`src/rtl/vga_comp_pkg.sv`:
```
// Shared types and constants for the layered VGA compositor.
package vga_comp_pkg;

  localparam int RGB_W = 12;

  localparam logic [1:0] CFG_X0 = 2'd0;
  localparam logic [1:0] CFG_X1 = 2'd1;
  localparam logic [1:0] CFG_Y0 = 2'd2;
  localparam logic [1:0] CFG_Y1 = 2'd3;

  typedef enum logic {SC_PAUSED, SC_RUN} scroll_state_t;

  typedef struct packed {
    logic [9:0] x0;
    logic [9:0] x1;
    logic [9:0] y0;
    logic [9:0] y1;
  } window_t;

endpackage

```
`src/rtl/layer_scroll_ctrl.sv`:
```
// Per-layer vertical scroll engine: play/pause state, step divider,
// shadow offset and frame-synchronous active offset.
module layer_scroll_ctrl
  import vga_comp_pkg::*;
#(
  parameter int SRC_H    = 240,
  parameter int DIV_SLOW = 2097152,
  parameter int DIV_FAST = 8192
) (
  input  logic                     clk,
  input  logic                     rst,
  input  logic                     frame_start,
  input  logic                     play,
  input  logic                     restart,
  input  logic                     fwd,
  input  logic                     bwd,
  output logic [$clog2(SRC_H)-1:0] active_off
);

  localparam int OFF_W   = $clog2(SRC_H);
  localparam int DIV_MAX = (DIV_SLOW > DIV_FAST) ? DIV_SLOW : DIV_FAST;
  localparam int DIV_W   = $clog2(DIV_MAX + 1);
  localparam logic [OFF_W-1:0] OFF_LAST = OFF_W'(SRC_H - 1);

  scroll_state_t    state, state_n;
  logic [DIV_W-1:0] div, div_n, lim_m1;
  logic [OFF_W-1:0] shd_off, shd_n;
  logic             fast, fast_q, expire;

  always_comb begin
    fast    = fwd | bwd;
    lim_m1  = fast ? DIV_W'(DIV_FAST - 1) : DIV_W'(DIV_SLOW - 1);
    expire  = (state == SC_RUN) && (fast == fast_q) && (div >= lim_m1);
    state_n = state;
    div_n   = div;
    shd_n   = shd_off;
    if (play)
      state_n = (state == SC_RUN) ? SC_PAUSED : SC_RUN;
    // restart dominates a rate change and any step due this cycle
    if (restart) begin
      div_n = '0;
      shd_n = '0;
    end else if (fast != fast_q) begin
      div_n = '0;
    end else if (expire) begin
      div_n = '0;
      if (bwd)
        shd_n = (shd_off == '0) ? OFF_LAST : shd_off - OFF_W'(1);
      else
        shd_n = (shd_off == OFF_LAST) ? '0 : shd_off + OFF_W'(1);
    end else if (state == SC_RUN) begin
      div_n = div + DIV_W'(1);
    end
  end

  always_ff @(posedge clk) begin
    if (!rst) begin
      state      <= SC_PAUSED;
      div        <= '0;
      shd_off    <= '0;
      active_off <= '0;
      fast_q     <= 1'b0;
    end else begin
      state   <= state_n;
      div     <= div_n;
      shd_off <= shd_n;
      fast_q  <= fast;
      if (frame_start)
        active_off <= shd_off;
    end
  end

endmodule

```
`src/rtl/vga_layer_compositor.sv`:
```
// Composites NUM_LAYERS windowed, scrollable BRAM image layers over a
// background colour with a fixed 3-cycle colour/sync pipeline.
module vga_layer_compositor
  import vga_comp_pkg::*;
#(
  parameter int NUM_LAYERS = 4,
  parameter int ADDR_W     = 16,
  parameter int IMG_W      = 320,
  parameter int SRC_H      = 240,
  parameter int DIV_SLOW   = 2097152,
  parameter int DIV_FAST   = 8192
) (
  input  logic                          clk,
  input  logic                          rst,
  input  logic [9:0]                    h_cnt,
  input  logic [9:0]                    v_cnt,
  input  logic                          valid,
  input  logic                          hsync_in,
  input  logic                          vsync_in,
  input  logic                          frame_start,
  input  logic [RGB_W-1:0]              bg_rgb,
  input  logic [NUM_LAYERS-1:0]         layer_en,
  input  logic                          cfg_we,
  input  logic [$clog2(NUM_LAYERS)-1:0] cfg_sel,
  input  logic [1:0]                    cfg_field,
  input  logic [9:0]                    cfg_data,
  input  logic [NUM_LAYERS-1:0]         play,
  input  logic [NUM_LAYERS-1:0]         restart,
  input  logic [NUM_LAYERS-1:0]         fwd,
  input  logic [NUM_LAYERS-1:0]         bwd,
  output logic [NUM_LAYERS*ADDR_W-1:0]  pixel_addr,
  input  logic [NUM_LAYERS*RGB_W-1:0]   pixel_data,
  output logic [RGB_W-1:0]              rgb_out,
  output logic                          hsync_out,
  output logic                          vsync_out
);

  localparam int OFF_W = $clog2(SRC_H);
  localparam int SEL_W = (NUM_LAYERS > 1) ? $clog2(NUM_LAYERS) : 1;

  window_t                      shd_win [NUM_LAYERS];
  window_t                      act_win [NUM_LAYERS];
  logic [OFF_W-1:0]             act_off [NUM_LAYERS];
  logic [NUM_LAYERS-1:0]        hit;
  logic [NUM_LAYERS*ADDR_W-1:0] addr_d;
  logic                         sel_any, s1_any, s2_any;
  logic [SEL_W-1:0]             sel_idx, s1_sel, s2_sel;
  logic                         s1_valid, s2_valid;
  logic [RGB_W-1:0]             s1_bg, s2_bg;
  logic [2:0]                   hs_pipe, vs_pipe;

  // The active copy latches the pre-write shadow when a write and
  // frame_start coincide, so the new value lands one frame later.
  always_ff @(posedge clk) begin
    if (!rst) begin
      for (int unsigned i = 0; i < NUM_LAYERS; i++) begin
        shd_win[i] <= '0;
        act_win[i] <= '0;
      end
    end else begin
      if (frame_start)
        for (int unsigned i = 0; i < NUM_LAYERS; i++)
          act_win[i] <= shd_win[i];
      if (cfg_we) begin
        case (cfg_field)
          CFG_X0:  shd_win[cfg_sel].x0 <= cfg_data;
          CFG_X1:  shd_win[cfg_sel].x1 <= cfg_data;
          CFG_Y0:  shd_win[cfg_sel].y0 <= cfg_data;
          default: shd_win[cfg_sel].y1 <= cfg_data;
        endcase
      end
    end
  end

  for (genvar g = 0; g < NUM_LAYERS; g++) begin : g_layer
    logic [9:0]  dx, dy;
    logic [31:0] row;

    layer_scroll_ctrl #(
      .SRC_H   (SRC_H),
      .DIV_SLOW(DIV_SLOW),
      .DIV_FAST(DIV_FAST)
    ) u_scroll (
      .clk        (clk),
      .rst        (rst),
      .frame_start(frame_start),
      .play       (play[g]),
      .restart    (restart[g]),
      .fwd        (fwd[g]),
      .bwd        (bwd[g]),
      .active_off (act_off[g])
    );

    assign dx     = h_cnt - act_win[g].x0;
    assign dy     = v_cnt - act_win[g].y0;
    assign hit[g] = valid && layer_en[g]
                 && (h_cnt >= act_win[g].x0) && (h_cnt < act_win[g].x1)
                 && (v_cnt >= act_win[g].y0) && (v_cnt < act_win[g].y1)
                 && (32'(dx) < 32'(IMG_W));
    assign row    = (32'(dy) + 32'(act_off[g])) % 32'(SRC_H);
    assign addr_d[g*ADDR_W +: ADDR_W] =
      hit[g] ? ADDR_W'(row * 32'(IMG_W) + 32'(dx)) : '0;
  end

  always_comb begin
    sel_any = 1'b0;
    sel_idx = '0;
    for (int unsigned i = 0; i < NUM_LAYERS; i++) begin
      if (hit[i] && !sel_any) begin
        sel_any = 1'b1;
        sel_idx = SEL_W'(i);
      end
    end
  end

  always_ff @(posedge clk) begin
    if (!rst) begin
      pixel_addr <= '0;
      s1_any     <= 1'b0;
      s1_sel     <= '0;
      s1_valid   <= 1'b0;
      s1_bg      <= '0;
      s2_any     <= 1'b0;
      s2_sel     <= '0;
      s2_valid   <= 1'b0;
      s2_bg      <= '0;
      rgb_out    <= '0;
      hs_pipe    <= '1;
      vs_pipe    <= '1;
    end else begin
      pixel_addr <= addr_d;
      s1_any     <= sel_any;
      s1_sel     <= sel_idx;
      s1_valid   <= valid;
      s1_bg      <= bg_rgb;
      s2_any     <= s1_any;
      s2_sel     <= s1_sel;
      s2_valid   <= s1_valid;
      s2_bg      <= s1_bg;
      if (!s2_valid)
        rgb_out <= '0;
      else if (s2_any)
        rgb_out <= pixel_data[s2_sel*RGB_W +: RGB_W];
      else
        rgb_out <= s2_bg;
      hs_pipe <= {hs_pipe[1:0], hsync_in};
      vs_pipe <= {vs_pipe[1:0], vsync_in};
    end
  end

  assign hsync_out = hs_pipe[2];
  assign vsync_out = vs_pipe[2];

endmodule

```
`config.mk`:
```
export PLATFORM = sky130hd
export DESIGN_NAME = vga_layer_compositor
export DESIGN_NICKNAME = d
export VERILOG_FILES = /design/src/rtl/vga_comp_pkg.sv /design/src/rtl/layer_scroll_ctrl.sv /design/src/rtl/vga_layer_compositor.sv
export SDC_FILE = /design/constraint.sdc
export NUM_CORES = 1
export LEC_CHECK = 0
export CORE_ASPECT_RATIO = 0.8
export CORE_MARGIN = 2
export CORE_UTILIZATION = 30
export DETAILED_ROUTE_END_ITERATION = 10
export PLACE_DENSITY = 0.54
export SLEW_MARGIN = 15
export SYNTH_ARGS = -nofsm -noshare
export SYNTH_HDL_FRONTEND = slang
export SYNTH_SLANG_ARGS = --single-unit
export TNS_END_PERCENT = 100
```
`constraint.sdc`:
```
create_clock -name clk -period 8.02 [get_ports clk]
set_clock_uncertainty 0.2 [all_clocks]
set_input_delay 1.203 -clock clk [delete_from_list [all_inputs] [get_ports clk]]
set_output_delay 1.203 -clock clk [all_outputs]
set_load 0.02 [all_outputs]
```
Yosys cells after proc, flatten, opt, wreduce, memory -nomap -nowiden
Memories as Yosys holds them, arrays and structs flattened.
Cells that the tools add are included.
{ "word_totals": {"ff_bits": 274, "out_inout_bits": 78, "mem_count": 2, "ramBits": 320, "input_bits": 121, "wordCells": 243} }
{ "mem_list": {"columns": ["memory", "depth", "width", "rd", "rd_ports_with_merged_regs", "write_ports", "line", "text"], "rows": [
  ["act_win", 4, 40, 4, 0, 4, "vga_layer_compositor.sv:42", "window_t act_win [NUM_LAYERS];"],
  ["shd_win", 4, 40, 4, 0, 4, "vga_layer_compositor.sv:41", "window_t shd_win [NUM_LAYERS];"]
]} }
{ "op_classes": {"n_mux": 55, "eq_ne": 14, "n_reduce_logical": 62, "bitwise": 13, "magnitude_cmp": 24, "n_addsub": 28, "n_div": 4, "n_shift": 1, "mul": 5} }
{ "op_table": {"columns": ["operator", "n"], "rows": [
  ["$mux 40", 5],
  ["$mod 32x8->32 const B", 4],
  ["$mul 32x3->10 const B", 4],
  ["$mux 8", 12],
  ["$add 22x1->22 const B", 4],
  ["$ge 22x22->1", 4],
  ["$mux 21", 4],
  ["$ge 10x10->1", 8],
  ["$lt 10x10->1", 8],
  ["$sub 10x10->10", 8],
  ["$add 16x10->16", 4],
  ["$shiftx 48x7->12", 1],
  ["$add 10x8->11", 4],
  ["$lt 10x9->1 const B", 4],
  ["$reduce_or 40->1", 1],
  ["$logic_and 1x1->1", 35],
  ["$add 8x1->8 const B", 4],
  ["$eq 8x8->1 const B", 4],
  ["$logic_not 8->1", 4],
  ["$sub 8x1->8 const B", 4],
  ["$mux 1", 29],
  ["$reduce_and 2->1", 9],
  ["$reduce_or 4->1", 4],
  ["$mux 12", 1],
  ["other kinds (13)", 37]
]} }

Logic depth before layout (Yosys ltp)
An unclocked memory read counts as a cell.
{ "logic_depth": {"depth_word": 17, "mapped_depth": 31, "ltp_nobuf": 31} }

Cells and area by module
From an unflattened synthesis, not the netlist that was laid out.
{ "unflattened": {"cells_unflattened": 3510, "hier_area_um2": 34614.4} }
{ "by_module_without_submodules": {"columns": ["mod", "n_inst", "cells_each", "seq_area_each_um2", "area_each_um2"], "rows": [
  ["vga_layer_compositor", 1, 2426, 11891.4, 25315.5],
  ["layer_scroll_ctrl", 4, 271, 800.8, 2324.7]
]} }

Worst setup path before layout
No wires, ideal clock.
{ "synth_path": {"path_kind": "input to register", "startpoint": "input port v_cnt[0]", "endpoint": "register pixel_addr[47]", "t_arrival_ns": 6.714, "setup_time_ns": 0.065, "path_buffers": 0, "stages": 28, "t_required_ns": 7.755, "path_slack_ns": 1.041, "cell_sequence": "inv_1 > ha_1 > inv_1 > fa_1 > a211oi_1 > o21bai_1 > a21oi_1 > xnor2_1 > ha_1 > or2_2 > a21o_1 > o211ai_1 > xor2_1 > nor2_1 > maj3_1 > a31oi_1 > mux2_2 > ha_1 > ha_1 > a21o_1 > a21oi_1 > xnor2_1 > nand2_1 > nor2_1 > nand3_1 > xnor2_1 > xnor3_1 > nor2_1"} }
{ "synth_between": {"elab_chain_cells": 5, "word_cells_on_any_way": 11, "classes_between": "3 x add/sub; 1 x mul; 1 x div; 2 x order compare; 4 x reduce/logical"} }
{ "synth_lines": {"columns": ["item", "line", "text"], "rows": [
  ["from (decl)", "vga_layer_compositor.sv:16", "input logic [9:0] v_cnt,"],
  ["$sub 10x10->10 or $ge 10x10->1 (tied branches)", "vga_layer_compositor.sv:95, vga_layer_compositor.sv:98", null],
  ["$add 10x8->11 or $logic_and 1x1->1 (tied branches)", "vga_layer_compositor.sv:100, vga_layer_compositor.sv:98", null],
  ["$mod 32x8->32 or $logic_and 1x1->1 (tied branches)", "vga_layer_compositor.sv:100, vga_layer_compositor.sv:98", null],
  ["$mul 32x3->10 or $logic_and 1x1->1 (tied branches)", "vga_layer_compositor.sv:102, vga_layer_compositor.sv:99", null],
  ["$add 16x10->16 or $reduce_and 2->1 (tied branches)", null, null],
  ["to (signal assigned)", "vga_layer_compositor.sv:131", "pixel_addr <= addr_d;"],
  ["to (decl)", "vga_layer_compositor.sv:31", "output logic [NUM_LAYERS*ADDR_W-1:0] pixel_addr,"]
]} }
Several ways; a longest one is shown, not always the timed one.
A chain may end at the register's enable or synchronous reset.

Worst setup path in the final report
{ "layout_path": {"startpoint": "input port v_cnt[0]", "endpoint": "register pixel_addr[31]"} }
Same word-level chain as after synthesis.

==> results.md <==
* Relative slew slack at 31.54%
* Worst slew pin tran at 1027 ps
* Reg2Reg Launch Point: act_win[1][11]
* Clock sink count at 594
* Via count at 25.51k
* Post CTS Setup Buffer Count at 0
* Area of the multi-input gates at 0.01731 sq mm
* Total GRT Usage at 15.47%
* Hold Path Depth at 1
* Hold_sp: vs_pipe[1]
* CTS hold repair buffers at 0
* DP HPWL at 64,130 microns
* Placed cells at roughly 5.2k
* Post-synthesis area per instance at 9.745 sq um
* Insertion delay to the later sink of the worst-skew pair at 660 ps
* Maximum root-to-sink buffer count at 3
* Net switching power at 3.032 mW
* WP data required at ~8400 ps
* Die X at 379.6 microns
* Antenna-violating nets left at 0
* RSZ-0062 raised after global routing: false
* Leak Pwr at approximately 16 nW
* DR WL/cell at ~17 microns
* Pwr per Cell Area at approximately 240 mW/mm^2
* Die Area at 0.1156 sq mm
* CP startpoint: v_cnt[0]
* Compound-cell area share of the yosys netlist at a little under an eighth
* Most frequent cells after synthesis: nor2_1, edfxtp_1, ha_1
* Placement Cell Area at roughly 0.038 sq mm
* Post-synth top flop: edfxtp_1
* Grt ovf at 0
* Synthesized instance count at 3,475
* I/O Buffers at 198
* FF/Latch Area at 0.01509 sq mm
* FMAX at 0.1335 GHz
* Worst IR Drop VDD at between 150 and 200 uV
* Initial Utilization at 30.19%
* Final Non-Filler Cells at 5,284
* CTS tree: built
* Slew Viols, Final at 0
* Fillcell total at 11.25k
* Drt via density at 4.827
* GRT met1 Usage at 22.34%
* Flop pwr share at 34.0%
* Hold Path Class: register to register
* Fraction of registers with async set/reset at 0%
* Total wire length at around 90,000 microns
* H-tree depth at 3
* Sequential element share of the synthesized area at 44.58%
* Setup Total Neg Slack at 0 ps
* Core area at 0.1122 sq mm
* Path depth of the worst reg2reg path at 29
* Max-Cap Viols at 0
* Busiest grt layer: met2
* Reg-to-reg endpoint: pixel_addr[31]
* Slowest-stage cell, CP: clkdlybuf4s50_1
* Status: finished, final reports clean
* Critical path peak fanout at 6
* Netlist cell types at 94
* Initial antenna violation count at 4
* Post-synthesis register bit count at 594
* Grt met2 use at a little under a quarter
* Critical path class: primary input to register
* Largest net degree at the start of global routing at 100
* Yosys top cell by area: edfxtp_1
* Setup Viol. Count Final at 0
* Crit. End Element: register
* Final Cell Area at 0.04052 sq mm
* Post-Synth Adder-Cell Area at 12.33%
* Number of global-route vias before repair at 24.27k
* DRT Pass-1 Iters at 5
* XOR/XNOR Fraction of Synth Area at 5.871%
* Largest cells by area after synthesis: edfxtp_1, dfxtp_1, ha_1, nor2_1, and3_1
* Nets at 4,156
* Minimum clock period at 7493 ps
* Yosys warns at 0
* CTS Buf Count at 69
* Post-route clock period utilization at 93.43%
* Global-route wire length before repair at 141,000 microns
* Clock power frac at ~34%
* Area share of the largest cell type after synthesis at between 20 and 30%
* Comb pwr share at 31.9%
* Most frequent cell after synthesis: nor2_1
* Crit path largest cell delay at 520 ps
* Share of cells above drive strength 1 at between 7 and 8%
* Root buf cell: clkbuf_16
* Post-synth EDFFs at 320
* Int Pwr at just under 7 mW
* Initial DRC count at 1,592
* Hold endpoint: vs_pipe[2]
* GR met3 Demand/Resource at 2.711%
* Total power at 9.896 mW
* Crit path arrival time at 7820 ps
* Main combinational cell family by area after synthesis: simple AND/OR/NAND/NOR gates
* Layout Area Growth over Synthesis at 19.66%
* Sw Share at 30.63%
* Simple-gate share of the synthesized area at 18.67%
* Reg2reg setup slack at 1430 ps
* Final hold violations at 0
* Startpoint types: primary input
* Mux cell area share after synthesis at 2.575%
* Gpl congestion at around 0.87
* Ports at approximately 200
* Die Y at approximately 300 microns
* Worst-path clk slew at roughly 60 ps
* Synthesized cell area at 0.03386 sq mm
* # rows at 110
* Drc violations at 0
==> cells in the final DEF, fill, tap and decap left out, types with 9 or more instances in the layout <==
master and count:
nor2_1 434, edfxtp_1 320, ha_1 300, dfxtp_1 274, inv_1 246, and3_1 204, clkdlybuf4s50_1 196, nand2_1 186
a21oi_1 140, o21ai_0 130, xnor2_1 117, buf_4 108, xor2_1 103, nor2b_1 91, nand3_1 82, nor3_1 76
a21o_1 71, clkbuf_16 70, mux2i_1 59, nand2b_1 47, and2_1 42, o21a_1 35, nand4_1 34, a211oi_1 30
o211ai_1 23, or2_2 20, fa_1 20, o31ai_1 19, or3_1 15, a31oi_1 14, nor4_1 14, clkbuf_1 14
clkbuf_8 14, o31a_1 12, o21bai_1 12, mux4_2 12, o22ai_1 10, a211o_1 9
==> logic make-up after synthesis <==
kind of cell / count (synthesis)
compound gates: 595
xor+xnor: 223
fa+ha+maj: 322
buf+inv: 390
flops: 594
mux: 72
other cells: 1
simple gates: 1278
==> power groups by stage <==
stage	logic, mW	registers [mW]	clock network (mW)
5_1_grt	3.58	3.38	3.60
2_1_floorplan	2.23	3.43	0
6_report	3.15	3.37	3.37
3_3_place_gp	3.13	3.43	0
3_5_place_dp	3.15	3.43	0
4_1_cts	3.17	3.37	3.48
==> sequential cells by signal, indices dropped and copies added (netlist names), 12 cells and up <==
name                         flops
g_layer.u_scroll.shd_off        32
g_layer.u_scroll.div            88
g_layer.u_scroll.active_off     32
s2_bg                           12
shd_win                        160
rgb_out                         12
pixel_addr                      64
act_win                        160
s1_bg                           12
==> final cells by class <==
class	count	share of cell area, %
multi-input cells	2494	42.72
flip-flops and latches	594	37.25
repair buffers	308	7.003
clock buffers	99	4.925
well taps	1512	4.669
inverters	248	2.297
clock inverters	28	1.127
diodes	1	0.006176
==> worst max-delay path by stage <==
| stage | to | slack, ps |
|---|---|---|
| after floorplan | pixel_addr[47] | 1040 |
| after global placement | pixel_addr[31] | -140 |
| after detailed placement | pixel_addr[31] | -340 |
| after CTS | pixel_addr[31] | 370 |
| after global routing | pixel_addr[31] | 50 |
| final | pixel_addr[31] | 530 |
==> metrics by stage <==
stage	util, %	hold WS [ps]	worst slack [ps]
CTS	36.12	210.4	373.1
finish	36.12	205.8	526.9
global route	36.12	220.8	47.67
floorplan	-	186.3	1041
global placement	33.94	189.1	-136.3
detailed placement	33.94	197.4	-338.4
==> timing repair <==
action,in CTS,in global routing
setup endpoints to repair,0,1
gates resized for setup,0,2
endpoints found under the hold margin,0,0
==> worst max-delay path: cells and delay by family <==
kind / cells / cell delay (ps)
and+or+nand+nor: 3 / 690
adders and majority gates: 5 / 1620
AOI/OAI and AO/OA: 14 / 2850
buffers and inverters: 3 / 800
xor gates and xnor gates: 4 / 630
==> per-layer routing <==
metal | up-vias | routed length (microns)
li1 | 12750 | -
met3 | 113 | 4325
met2 | 552 | 38990
met4 | 2 | 1938
met5 | - | 11
met1 | 12090 | 44980
Power figures use the tool's default switching activity.
